### src/rtl/msk_unmask_stream.sv
// msk_unmask_stream: recombines a d-share Boolean sharing into its plain word.
// One share is XORed into a registered accumulator per cycle, in index order.
// Stored shares are zeroized as they are consumed.
// Ports:
//   clk, rst_n           rising-edge clock, synchronous active-low reset
//   in_shares/in_valid   d*W-bit sharing (share i at [i*W +: W]) and its valid
//   in_ready             high in IDLE only
//   out_data/out_valid   recombined word (zero unless valid), valid in HOLD
//   out_ready            consumer acceptance, honoured in HOLD only
//   busy                 high in ACC or HOLD
module msk_unmask_stream #(
  parameter int unsigned d = 2,
  parameter int unsigned W = 8
) (
  input  logic           clk,
  input  logic           rst_n,
  input  logic [d*W-1:0] in_shares,
  input  logic           in_valid,
  output logic           in_ready,
  output logic [W-1:0]   out_data,
  output logic           out_valid,
  input  logic           out_ready,
  output logic           busy
);

  // Invalid-instance guard: share count must lie in 2..8.
  generate
    if (d < 2 || d > 8) begin : g_bad_d
      $fatal(1, "msk_unmask_stream: parameter d must be in 2..8");
    end
  endgenerate

  localparam int unsigned CW = (d > 1) ? $clog2(d) : 1;

  typedef enum logic [1:0] {
    S_IDLE = 2'd0,
    S_ACC  = 2'd1,
    S_HOLD = 2'd2
  } state_e;

  state_e          state_q, state_d;
  logic [CW-1:0]   cnt_q, cnt_d;
  logic [W-1:0]    acc_q, acc_d;
  // Slot 0 is never written: share 0 goes straight into the accumulator.
  logic [W-1:0]    sh_q [d];
  logic [W-1:0]    sh_d [d];

  // Next-state and datapath update.
  always_comb begin
    state_d = state_q;
    cnt_d   = cnt_q;
    acc_d   = acc_q;
    sh_d    = sh_q;
    case (state_q)
      S_IDLE: begin
        if (in_valid) begin
          for (int unsigned i = 1; i < d; i++) begin
            sh_d[i] = in_shares[i*W +: W];
          end
          acc_d   = in_shares[W-1:0];
          cnt_d   = CW'(1);
          state_d = S_ACC;
        end
      end
      S_ACC: begin
        acc_d        = acc_q ^ sh_q[cnt_q];
        sh_d[cnt_q]  = '0;
        if (cnt_q == CW'(d - 1)) begin
          cnt_d   = '0;
          state_d = S_HOLD;
        end else begin
          cnt_d = cnt_q + CW'(1);
        end
      end
      S_HOLD: begin
        if (out_ready) begin
          acc_d   = '0;
          state_d = S_IDLE;
        end
      end
      default: begin
        state_d = S_IDLE;
        cnt_d   = '0;
        acc_d   = '0;
        for (int unsigned i = 0; i < d; i++) begin
          sh_d[i] = '0;
        end
      end
    endcase
  end

  // State and share registers; reset also zeroizes all share storage.
  always_ff @(posedge clk) begin
    if (!rst_n) begin
      state_q <= S_IDLE;
      cnt_q   <= '0;
      acc_q   <= '0;
      for (int unsigned i = 0; i < d; i++) begin
        sh_q[i] <= '0;
      end
    end else begin
      state_q <= state_d;
      cnt_q   <= cnt_d;
      acc_q   <= acc_d;
      for (int unsigned i = 0; i < d; i++) begin
        sh_q[i] <= sh_d[i];
      end
    end
  end

  // Outputs decode registered state only; out_data is gated to zero outside HOLD.
  assign in_ready  = (state_q == S_IDLE);
  assign busy      = (state_q != S_IDLE);
  assign out_valid = (state_q == S_HOLD);
  assign out_data  = (state_q == S_HOLD) ? acc_q : '0;

endmodule

### config.mk
export PLATFORM = sky130hd
export DESIGN_NAME = msk_unmask_stream
export DESIGN_NICKNAME = d
export VERILOG_FILES = /design/src/rtl/msk_unmask_stream.sv
export SDC_FILE = /design/constraint.sdc
export NUM_CORES = 1
export LEC_CHECK = 0
export BUFFER_PORTS_ARGS = -buffer_cell sky130_fd_sc_hd__buf_4
export CORE_UTILIZATION = 40
export DETAILED_ROUTE_END_ITERATION = 12
export PLACE_DENSITY = 0.61
export SYNTH_ARGS = -nofsm -noshare
export SYNTH_HDL_FRONTEND = slang
export SYNTH_SLANG_ARGS = --single-unit
### constraint.sdc
create_clock -name clk -period 4 [get_ports clk]
set_clock_uncertainty 0.05 [all_clocks]
set_input_delay 0.2 -clock clk [delete_from_list [all_inputs] [get_ports clk]]
set_output_delay 0.2 -clock clk [all_outputs]
set_load 0.005 [all_outputs]
# Word level (Yosys, flattened, before mapping)
# Cells that the tools add are included.
totals:
  register_bits: 27
  latchBits: 0
  mem_bits_rw: 0
  rom_bits: 0
  in_bits: 20
  out_inout_bits: 11
  mem_count: 0
classes:
  add_sub_neg: 1
  n_mul: 0
  n_div: 0
  n_lt_le_gt_ge: 2
  eq_ne: 5
  shift: 0
  mux: 19
  n_bitwise: 5
  n_reduce_logical: 7
op_table:
  columns: ["op", "n"]
  rows:
  - ["2-to-1 mux 8 bit", 8]
  - ["one-hot mux 8 bit (3 select lines)", 2]
  - ["AND 16 bit", 1]
  - ["inverter 16 bit", 1]
  - ["one-hot mux 8 bit (2 select lines)", 1]
  - ["demux 8 bit (select 1 bit)", 1]
  - ["bitwise XOR 8 bit", 1]
  - ["2-to-1 mux 2 bit", 3]
  - ["one-hot mux 2 bit (3 select lines)", 1]
  - ["!= test 2 bit (second input constant)", 2]
  - ["AND reduction 2 bit", 2]
  - ["one-hot mux 1 bit (3 select lines)", 1]
  - ["AND reduction 3 bit", 1]
  - ["== test 2 x 1 -> 1 bit (second input constant)", 1]
  - ["== test 2 bit (second input constant)", 1]
  - [">= comparator 2 bit (second input constant)", 1]
  - ["logical NOT 2 bit", 1]
  - ["< comparator 2 x 1 -> 1 bit (second input constant)", 1]
  - ["2-to-1 mux 1 bit", 2]
  - ["!= test 2 x 1 -> 1 bit (second input constant)", 1]
  - ["inverter 1 -> 2 bit", 1]
  - ["nonzero test 2 bit", 1]
  - ["OR reduction 2 bit", 1]
  - ["adder 1 bit (second input constant)", 1]
  - ["other kinds (2)", 2]

# Longest topological paths before layout
logic_depth:
  ltp_word: 8
  mapped_depth: 5
  mapped_depth_nobuf: 3

# Worst setup path before layout
# No wires, ideal clock.
synth_path:
  path_type: "reg2reg"
  startpoint: "register state_q[1]"
  endpoint: "register acc_q[0]"
  setup_ns: 0.124
  arrival_time_ns: 1.197
  required_ns: 3.826
  slack_ns: 2.629
  path_stages_with_launch: 6
  path_buffers: 2
  period_less_slack_ns: 1.371
  path_cell_list: "dfxtp_1 > buf_2 > mux2_4 > buf_2 > o31ai_1 > a21oi_1"
synth_between:
  elab_chain_cells: 3
  word_cells_on_any_way: 7
  classes_between: "4 x eq/ne; 1 x mux; 2 x reduce/logical"
synth_lines:
  columns: ["element", "line", "rtl"]
  rows:
  - ["from (decl)", "41", "state_e state_q, state_d;"]
  - ["from (signal assigned)", "102", "state_q <= state_d;"]
  - ["== test 2 bit / logical NOT 2 bit (equally long branches)", "54", "case (state_q)"]
  - ["!= test 2 x 1 -> 1 bit (no source line) / != test 2 bit (equally long branches)", null, null]
  - ["AND reduction 2 bit (no source line)", null, null]
  - ["to (signal assigned)", "97", "acc_q <= '0;"]
  - ["to (signal assigned)", "104", "acc_q <= acc_d;"]
  - ["to (decl)", "43", "logic [W-1:0] acc_q, acc_d;"]
# Several ways; a longest one is shown, not always the timed one.
# A chain may end at the register's enable or synchronous reset.

# Worst setup path after layout
layout_path:
  startpoint: "register state_q[0]"
  endpoint: "output port out_data[4]"
layout_between:
  elab_chain_cells: 2
layout_lines:
  columns: ["element", "line", "rtl"]
  rows:
  - ["== test 2 bit", "115", "assign out_data = (state_q == S_HOLD) ? acc_q : '0;"]
  - ["2-to-1 mux 8 bit", "115", null]
  - ["to (decl)", "20", "output logic [W-1:0] out_data,"]
# Every way passes these cells.

==> results.yml <==
place:
  dp_slack_ns: 1.78
  gp_congestion: 0.715
  postPlaceCellArea_sq_um: 1620
  hpwl_um: 2160
  portBuffers: 30
layout:
  drive_above_1_share_pct: 20.0
  syn2layout_area_growth_pct: 18.0
  antennaDiodeCount: 0
  register_area_sq_um: 541
  design_area_sq_um: 1640
  fillers: 335
  multi_input_area_sq_um: 782
  final_nets: 196
sta:
  setup_violations: 0
  slew_headroom_pct: 20.8
  tightestPinTransition_ns: 1.18
  fmax_mhz: 416
  hold_violations: 0
  period_needed_ns: 2.40
  holdWs_ns: 0.0651
  worst_slack_ns: 1.60
  finalSetupTns_ns: 0
  finalMaxSlewViolations: 0
  rsz0062_at_grt: "false"
  fin_crit_sh_pct: 60.1
synthesis:
  synth_area_leaders: "dfxtp_1, mux2i_1, and2_1"
  synth_fp_nets: 173
  yosysSeqAreaShare_pct: 38.8
  synthMuxAreaShare_pct: 11.1
  synthTopCellsByCount: "dfxtp_1, and2_1, mux2i_1, nor3b_1"
  yosys.cell_types.count: 29
  synth_xor_area_share_pct: 0
  ys_ff_latch: 27
  synth.largest_area_cell: "dfxtp_1"
  synth_top_flop_cell: "dfxtp_1"
  synth_edf_count: 0
  synth_top_family_by_area: "simple AND/OR/NAND/NOR gates"
  synthCells: 153
  yosys.area.top_type_share_pct: 38.8
  syn-cell-area_sq_um: 1390
  yosys.area_share.simple_pct: 28.7
  yosys_warnings: 0
  async_flop_share_pct: 0
  synth_compound_area_share_pct: 16.4
  synth_most_common_cell: "dfxtp_1"
  avgSynthCellArea_sq_um: 9.10
  synthAdderAreaFrac_pct: 0
global_routing:
  grt_max_degree: 35
  grt_pass1_vias: 1048
  grt_antenna_before_repair: 0
  grt_util_all_layers_pct: 18.1
  grt_pass1_wl_um: 4890
  grt_overflow: 0
worst_setup_path:
  end_kind: "output port"
  critPathKind: "register to output port"
  crit_arrival_ns: 2.15
  cp_max_fo: 34
  cp_num_buf_inv: 1
  cpMaxStageDelayCell: "dfxtp_1"
  critPathTopFamily: "flip-flops"
  required_ns: 3.75
  slowest_delay_ns: 1.03
  cp_cell_sequence: "nor2b_1 -> and2_1 -> buf_4"
  start_kind: "register"
routing:
  wire_per_inst_um: 14.2
  drc: 0
  vias: 1170
  final_antenna_net_count: 0
  vias_per_cell: 5.29
  drt-total-wl_um: 3140
  drt_first_pass_iters: 4
  first_iter_violations: 54
clocking:
  clock_path_buffers: 2
  clk_pin_slew_ns: 0.15
  clock-root-buffer: "clkbuf_4"
  ctsHoldBuffers: 0
  ctsResizeCount: 0
  insertion_delay_ns: 0.32
  htree_levels: 1
  cts.sinks: 27
  tritoncts: "built"
  cts-buffers-inserted: 3
  cts_setup_buffers: 0
floorplanning:
  die_area_sq_um: 3720
  die_width_um: 61.0
  rows: 21
  fp.dieH_um: 61.0
  core_sq_um: 3340
  start_util_pct: 41.7
  ios: 31
power:
  power.density_nw_per_um2: 321
  ir_worst_vdd_mv: 0.194
  p_leak_nw: 0.718
run:
  timing.max_cap.violations: 0
worst_hold_path:
  worstHoldPathType: "primary input to register"
status:
  status: "complete, no violations"
==> metrics by stage <==
stage               util [%]  cells  total power, mW
floorplan                  -    153            0.379
global placement        48.4    217            0.408
detailed placement      48.4    217            0.413
CTS                     49.2    221            0.530
global route            49.2    221            0.554
finish                  49.2    221            0.528
==> worst min-delay path, cell delays in order <==
cell      delay [ns]
buf_4           0.11
nand2_1         0.04
a21boi_0        0.06
==> registers in the layout, indices dropped and copies added (netlist names) <==
signal and flops:
sh_q 16, acc_q 8, state_q 2, cnt_q 1
==> final cells by class <==
type	instances	share of cell area, %
clock buffer	4	1.60
inverter	3	0.685
multi-input combinational	111	47.6
sequential	27	32.9
tap	46	3.50
timing repair buffer	30	13.7
==> final timing paths <==
check,cells after the start,from,end,slack [ns]
setup reg to reg,3,state_q[0],acc_q[6],1.73
hold / removal,3,in_shares[9],sh_q[1],0.07
hold reg to reg,1,sh_q[10],sh_q[10],0.43
setup / recovery,3,state_q[0],out_data[4],1.60
==> cell families (layout without fill, tap and decap cells) <==
family,after synthesis,after routing
simple gates,66,66
compound gates,30,30
flops,27,27
mux,15,15
buf+inv,15,37
==> layer usage <==
metal  routed length (um)  global-route usage, %  vias to the layer above
li1                     -                      -                      585
met1                 1570                   24.8                      559
met2                 1430                   29.7                       22
met3                  104                   1.92                        4
met4                   26                   5.84                        0
met5                    0                      0                        -
==> layout by cell type, fill, tap and decap left out, types with 3 or more instances in the layout <==
master and instances:
nor3_1 4, nor2b_1 3, buf_4 30, o41a_1 3, clkbuf_4 3, nand3_1 8
dfxtp_1 27, o31ai_1 5, a21oi_1 5, and3b_1 5, inv_1 3, a2bb2oi_1 5
nor2_1 3, a21boi_0 8, nand2_1 8, and3_1 3, mux2i_1 14, and2_1 18
nor3b_1 10
==> report_power, final <==
group          internal [mW]  switching [mW]  total (mW)
combinational         0.0539          0.0414      0.0953
clock                 0.0390          0.0813       0.120
sequential             0.285          0.0269       0.312
Power figures use the tool's default switching activity.
